<file path="src/rtl/div_host_bridge.sv">
// Host bridge for the byte-serial divider: serialises two 32-bit operands as eight
// push strobes, then deserialises the eight-byte result burst. Optional WAIT timeout: DIV_HOST_BRIDGE_TIMEOUT_EN.
module div_host_bridge #(
    parameter int GAP_CYCLES     = 1,
    parameter int TIMEOUT_CYCLES = 255
) (
    input  logic        clk,
    input  logic        rst,
    input  logic        req_valid,
    output logic        req_ready,
    input  logic        req_sign,
    input  logic [31:0] req_dividend,
    input  logic [31:0] req_divisor,
    output logic        div_push,
    output logic [7:0]  div_data,
    output logic        div_sign,
    output logic        div_select,
    input  logic        div_pull,
    input  logic [7:0]  div_dout,
    output logic        rsp_valid,
    input  logic        rsp_ready,
    output logic [31:0] rsp_quotient,
    output logic [31:0] rsp_remainder,
    output logic        rsp_timeout
);
    typedef enum logic [2:0] {S_IDLE, S_SEND, S_WAIT, S_RECV, S_DONE} state_t;

    localparam logic [3:0] GAP_LAST = 4'(GAP_CYCLES);

    if (GAP_CYCLES < 1 || GAP_CYCLES > 15 || TIMEOUT_CYCLES < 1 || TIMEOUT_CYCLES > 65535) begin : g_param_check
        $error("div_host_bridge: parameter out of range");
    end

    state_t      state, state_nxt;
    logic [63:0] sr;        // operands shift out MSB-first, results shift in from the top
    logic [2:0]  byte_cnt;
    logic [3:0]  gap_cnt;
    logic        sign_q;
    logic        expire;

`ifdef DIV_HOST_BRIDGE_TIMEOUT_EN
    localparam logic [15:0] TO_LAST = 16'(TIMEOUT_CYCLES - 1);
    logic [15:0] to_cnt;
    logic        to_flag;

    // A div_pull in the expiry cycle takes priority over the timeout.
    assign expire = (state == S_WAIT) && !div_pull && (to_cnt == TO_LAST);

    always_ff @(posedge clk) begin
        if (rst) begin
            to_cnt  <= '0;
            to_flag <= 1'b0;
        end else begin
            to_cnt <= (state == S_WAIT) ? to_cnt + 16'd1 : '0;
            if (expire)
                to_flag <= 1'b1;
            else if (state == S_IDLE)
                to_flag <= 1'b0;
        end
    end

    assign rsp_timeout = (state == S_DONE) && to_flag;
`else
    assign expire      = 1'b0;
    assign rsp_timeout = 1'b0;
`endif

    always_ff @(posedge clk) begin
        if (rst)
            state <= S_IDLE;
        else
            state <= state_nxt;
    end

    always_comb begin
        // NOTE: every output of this block gets a default first so no latch is inferred.
        state_nxt = state;
        req_ready = 1'b0;
        div_push  = 1'b0;
        rsp_valid = 1'b0;
        case (state)
            S_IDLE: begin
                req_ready = !rst;
                if (req_valid)
                    state_nxt = S_SEND;
            end
            S_SEND: begin
                div_push = (gap_cnt == GAP_LAST);
                if (div_push && byte_cnt == 3'd7)
                    state_nxt = S_WAIT;
            end
            S_WAIT: begin
                if (div_pull)
                    state_nxt = S_RECV;
                else if (expire)
                    state_nxt = S_DONE;
            end
            S_RECV: begin
                if (byte_cnt == 3'd7)
                    state_nxt = S_DONE;
            end
            S_DONE: begin
                rsp_valid = 1'b1;
                if (rsp_ready)
                    state_nxt = S_IDLE;
            end
            default: state_nxt = S_IDLE;
        endcase
    end

    // NOTE: sequential state uses non-blocking assignments so every register samples pre-edge values.
    always_ff @(posedge clk) begin
        if (rst) begin
            sr       <= '0;
            byte_cnt <= '0;
            gap_cnt  <= '0;
            sign_q   <= 1'b0;
        end else begin
            case (state)
                S_IDLE: begin
                    if (req_valid) begin
                        sr       <= {req_dividend, req_divisor};
                        sign_q   <= req_sign;
                        byte_cnt <= '0;
                        gap_cnt  <= '0;
                    end
                end
                S_SEND: begin
                    if (div_push) begin
                        sr       <= {sr[55:0], 8'h00};
                        byte_cnt <= byte_cnt + 3'd1;
                        gap_cnt  <= '0;
                    end else begin
                        gap_cnt <= gap_cnt + 4'd1;
                    end
                end
                S_WAIT: begin
                    if (div_pull) begin
                        sr       <= {div_dout, sr[63:8]};
                        byte_cnt <= 3'd1;
                    end else if (expire) begin
                        sr <= '0;
                    end
                end
                S_RECV: begin
                    sr       <= {div_dout, sr[63:8]};
                    byte_cnt <= byte_cnt + 3'd1;
                end
                default: ;
            endcase
        end
    end

    assign div_data      = (state == S_SEND) ? sr[63:56] : 8'h00;
    assign div_sign      = sign_q && (state == S_SEND || state == S_WAIT || state == S_RECV);
    assign div_select    = 1'b0;
    assign rsp_quotient  = (state == S_DONE) ? sr[63:32] : 32'h0;
    assign rsp_remainder = (state == S_DONE) ? sr[31:0]  : 32'h0;
endmodule

</file>
<file path="config.mk">
export PLATFORM = sky130hd
export DESIGN_NAME = div_host_bridge
export DESIGN_NICKNAME = d
export VERILOG_FILES = /design/src/rtl/div_host_bridge.sv
export SDC_FILE = /design/constraint.sdc
export NUM_CORES = 1
export LEC_CHECK = 0
export BUFFER_PORTS_ARGS = -buffer_cell sky130_fd_sc_hd__buf_2
export CAP_MARGIN = 20
export CORE_AREA = 2 2 140 87
export CTS_CLUSTER_SIZE = 20
export DETAILED_ROUTE_END_ITERATION = 16
export DIE_AREA = 0 0 142 89
export PLACE_DENSITY_LB_ADDON = 0.05
export SYNTH_ARGS = -nofsm -noshare
export SYNTH_HDL_FRONTEND = slang
export SYNTH_SLANG_ARGS = --single-unit
</file>
<file path="constraint.sdc">
create_clock -name clk -period 2.2 [get_ports clk]
set_input_delay 0.44 -clock clk [delete_from_list [all_inputs] [get_ports clk]]
set_output_delay 0.44 -clock clk [all_outputs]
set_load 0.01 [all_outputs]
</file>
# Word level (Yosys, flattened, before mapping)
# Cells that the tools add are included.
[word_totals]
inputBits = 78
out_inout_bits = 78
word_cells = 54
ff_bits = 75
[op_classes]
reduce_logical = 12
muxes = 23
n_eq_ne = 12
n_addsub = 2
[ops]
columns = ["operator", "n"]
rows = [
  ["$pmux W64 S4", 1],
  ["$mux W64", 3],
  ["$mux W32", 2],
  ["$mux W3", 8],
  ["$pmux W3 S5", 1],
  ["$ne A2 B2 Y1 const B", 6],
  ["$pmux W3 S4", 1],
  ["$mux W4", 2],
  ["$mux W8", 1],
  ["$pmux W4 S2", 1],
  ["$eq A3 B2 Y1 const B", 2],
  ["$eq A3 B3 Y1 const B", 2],
  ["$reduce_and A5 Y1", 1],
  ["$add A4 B1 Y4 const B", 1],
  ["$eq A4 B1 Y1 const B", 1],
  ["$reduce_and A2 Y1", 2],
  ["$reduce_and A4 Y1", 1],
  ["$reduce_bool A4 Y1", 1],
  ["$add A3 B1 Y3 const B", 1],
  ["$eq A3 B1 Y1 const B", 1],
  ["$logic_not A3 Y1", 1],
  ["$mux W1", 3],
  ["$logic_and A1 B1 Y1", 2],
  ["$logic_or A1 B1 Y1", 2],
  ["2 further kinds", 2],
]

# Depth between registers and ports, before layout
[depth]
ltp_word = 4
depth_mapped = 8
mapped_depth_nobuf = 6

# Least setup slack after synthesis
# No wires, ideal clock.
[synth_path]
path_kind = "reg2reg"
from = "register gap_cnt[0]"
to = "register state[1]"
period_less_slack_ns = 1.681
stages_incl_launch_ff = 6
setup_ns = 0.079
arrival_ns = 1.602
slack_ns = 0.519
n_path_buf = 0
required_ns = 2.121
cell_sequence = "dfxtp_1 -> ha_1 -> or3b_4 -> and2_4 -> or3_1 -> a211oi_2"
[synth_between]
elab_chain_cells = 4
[synth_rtl]
columns = ["element", "line_no", "text"]
rows = [
  ["from (decl)", "37", "logic [3:0] gap_cnt;"],
  ["from (signal assigned)", "134", "gap_cnt <= gap_cnt + 4'd1;"],
  ["$eq A4 B1 Y1", "88", "div_push = (gap_cnt == GAP_LAST);"],
  ["$logic_and A1 B1 Y1", "89", "if (div_push && byte_cnt == 3'd7)"],
  ["$ne A2 B2 Y1 (no line)", "n/a", ""],
  ["$reduce_and A5 Y1 (no line)", "n/a", ""],
  ["to (signal assigned)", "72", "state <= state_nxt;"],
  ["to (decl)", "34", "state_t state, state_nxt;"],
]
# Every way passes these cells.
# A chain may end at the register's enable or synchronous reset.

# Worst setup path after layout
[layout_path]
from = "register state[1]"
to = "output rsp_remainder[22]"
[layout_between]
elab_chain_cells = 2
[layout_rtl]
columns = ["element", "line_no", "text"]
rows = [
  ["$eq A3 B3 Y1", "158", "assign rsp_remainder = (state == S_DONE) ? sr[31:0] : 32'h0;"],
  ["$mux W32", "158", ""],
  ["to (decl)", "23", "output logic [31:0] rsp_remainder,"],
]
# Every way passes these cells.

==> impl_metrics.csv <==
group,metric,value,unit
run_status,outcome,"finished, final reports clean",
critical_path,cp.arrival,1.65,ns
critical_path,rr_worst_depth,6,
job,maxCapViolations,0,
cts,cts_buffers,9,
global_routing,grt_pass1_vias,4557,
critical_path,crit_type,"flop to output port",
timing,tns,0,ns
timing,hold_viol_final,0,
synth,syn_inst,574,
floorplanning,chipHeight,89,µm
critical_path,cp.required,1.76,ns
detailed_routing,wirelength,16800,µm
power_and_ir_drop,p_leak,2.77,nW
synth,synthArstFlopShare,0,
synth,syn_area,4460,µm²
detailed_routing,vias,4935,
detailed_routing,dr.pass1.iters,5,
synth,synth.yosys.seq_area_share,0.337,
floorplanning,die-area,12600,µm²
critical_path,worstReg2RegEnd,"sr[40]$_SDFFE_PP0P_",
timing,timing.fmax,480,MHz
detailed_routing,drt_iter0_drc,400,
synth,avgSynthCellArea,7.77,µm²
hold_path,hold_class,"input pin to flop",
cts,cts.clk_slew.worst_paths,0.06,ns
timing,rsz0062_at_grt,"false",
synth,yosys-top-cells-count,"dfxtp_1, nand2_1, a21oi_1, and3_1, clkbuf_1",
power_and_ir_drop,peakVddDrop,0.522,mV
synth,synth_top_area_frac,0.337,
detailed_routing,drt.antenna.violating_nets,0,
timing,tightestPinTransition,0.995,ns
detailed_routing,drcViolationCount,0,
cells_and_area,n_antenna_cell,0,
synth,synthTopCellsByArea,"dfxtp_1, and3_1, a21oi_1, o221ai_1, nand2_1",
global_routing,track_usage,0.263,
synth,ys_seq_elements,75,
synth,synth.distinct_cells,47,
cts,htreeDepth,3,
floorplanning,core,11200,µm²
floorplanning,ios,156,
cells_and_area,drive_gt1_frac,0.304,
power_and_ir_drop,finalPower,0.00418,W
global_routing,grt_antenna_before_repair,0,
cts,clk_path_buf_depth,2,
critical_path,crit_fanout,23,
synth,synth-edff-count,0,
detailed_routing,wl_per_cell,19.9,µm
timing,min_period,2.09,ns
synth,synth_area_leader_cell,"dfxtp_1",
critical_path,start_kind,"flop",
timing,slew_headroom,0.334,
detailed_routing,vias_per_cell,5.84,
global_routing,grt_max_degree,76,
critical_path,rr_startpoint,"state[1]$_SDFFE_PP0P_",
cells_and_area,area_growth,27.1,%
critical_path,cp-startpoint,"state[1]$_SDFFE_PP0P_",
cts,cts_sinks,75,
cts,clock_latency,0.34,ns
synth,synth_ff_type,"dfxtp_1",
cts,root_buffer,"clkbuf_16",
timing,fin_crit_sh,0.948,
cells_and_area,nNetsFinal,778,
floorplanning,initial_core_util,0.397,
critical_path,cp-end-kind,"output port",
cts,cts_tree,"yes",
timing,clock_skew,0.00596,ns
timing,slew_violations,0,
hold_path,min_path_cells,3,
hold_path,whs_endpoint,"sr[12]$_SDFFE_PP0P_",
hold_path,hp-start,"req_divisor[12]",
critical_path,reg2reg_setup_slack,0.20,ns
placed_design,dpl.hpwl,11400,µm
placed_design,io_buffers,153,
global_routing,grt-ovfl-total,0,
timing,setup_violations,0,
synth,synth.most_common_cell,"dfxtp_1",
global_routing,grt_pass1_wl,25600,µm
power_and_ir_drop,power.density,737,nW/µm²
placed_design,gp_congestion,0.883,
synth,ys_warn_count,0,
floorplanning,row_count,30,
floorplanning,die_x,142,µm
## logic make-up (layout without fill, tap and decap cells)
family          count (synthesis)  count (layout)  synth area share
simple gates                  198             198             0.221
compound gates                196             196             0.325
buf+inv                        98             224            0.0999
flops                          75              75             0.337
fa+ha+maj                       4               4            0.0112
mux                             2               2           0.00561
other cells                     1               2          0.000841
## registers in the layout, indices dropped and copies added (netlist names)
signal    count
gap_cnt       4
state         3
sr           64
byte_cnt      3
sign_q        1
## per-stage QoR
stage | instances | setup WS, ns | utilization | hold WS [ns] | cell area [µm²]
CTS | 845 | 0.0648 | 0.504 | 0.338 | 5660
floorplan | 575 | 0.519 | - | 0.441 | 4460
global placement | 829 | 0.183 | 0.474 | 0.448 | 5320
global route | 845 | 0.0272 | 0.505 | 0.353 | 5670
detailed placement | 829 | 0.136 | 0.474 | 0.464 | 5320
finish | 845 | 0.115 | 0.505 | 0.343 | 5670
## cell type report
class,instances,area (µm²)
fillers,1144,5560
well taps,144,180
repair buffers,176,980
clock inverters,4,72.6
multi-input cells,402,2550
flip-flops and latches,75,1510
clock buffers,12,256
inverters,32,121
## worst max path at each step
stage               cells after the start                    end
finish                                  5      rsp_remainder[22]
global route                            5      rsp_remainder[22]
CTS                                     4               div_push
detailed placement                      4               div_push
global placement                        4            div_data[7]
floorplan                               5  state[1]$_SDFFE_PP0P_
## layer usage
layer  routed length [µm]  part of all wire  track usage
met5                    0                 0            0
met4                  131            0.0078       0.0509
met3                 1250             0.074       0.0503
met2                 7230              0.43        0.400
met1                 8180              0.49        0.390
## where the power goes
part           switching, W  internal, W  leakage, nW
sequential         0.000143      0.00150        0.619
clock              0.000596      0.00105        0.159
combinational      0.000511     0.000369         1.99
## cell usage in the layout, fill, tap and decap left out, types with 5 or more instances in the layout
cell type  synthesis  final
a2bb2oi_1         27     27
and3_1            64     64
nand2_1           71     71
a221oi_1          19     19
o21ai_0           12     12
a221oi_2           5      5
o221ai_1          35     35
a211oi_1           6      6
inv_1             30     30
a21oi_1           68     68
a22o_1            10     10
nor2b_1           10      9
dfxtp_1           75     72
clkbuf_16          0      9
nor2_1            31     30
buf_2             17    153
buf_4              5     19
nor3_1            10     10
## timing repair
item,CTS,global route
hold buffers,0,0
endpoints found under the hold margin,0,0
setup endpoints to repair,9,18
setup buffers,0,0
pin swaps,0,0
gates resized for setup,2,3
## worst max-delay path, cell delays in order, from the launching register on
cell and delay (ns):
dfxtp_2 0.40, nor2_4 0.13, buf_4 0.19, buf_4 0.25
and3_1 0.20, buf_2 0.13
Note: power is estimated with default switching activity, not from simulation.
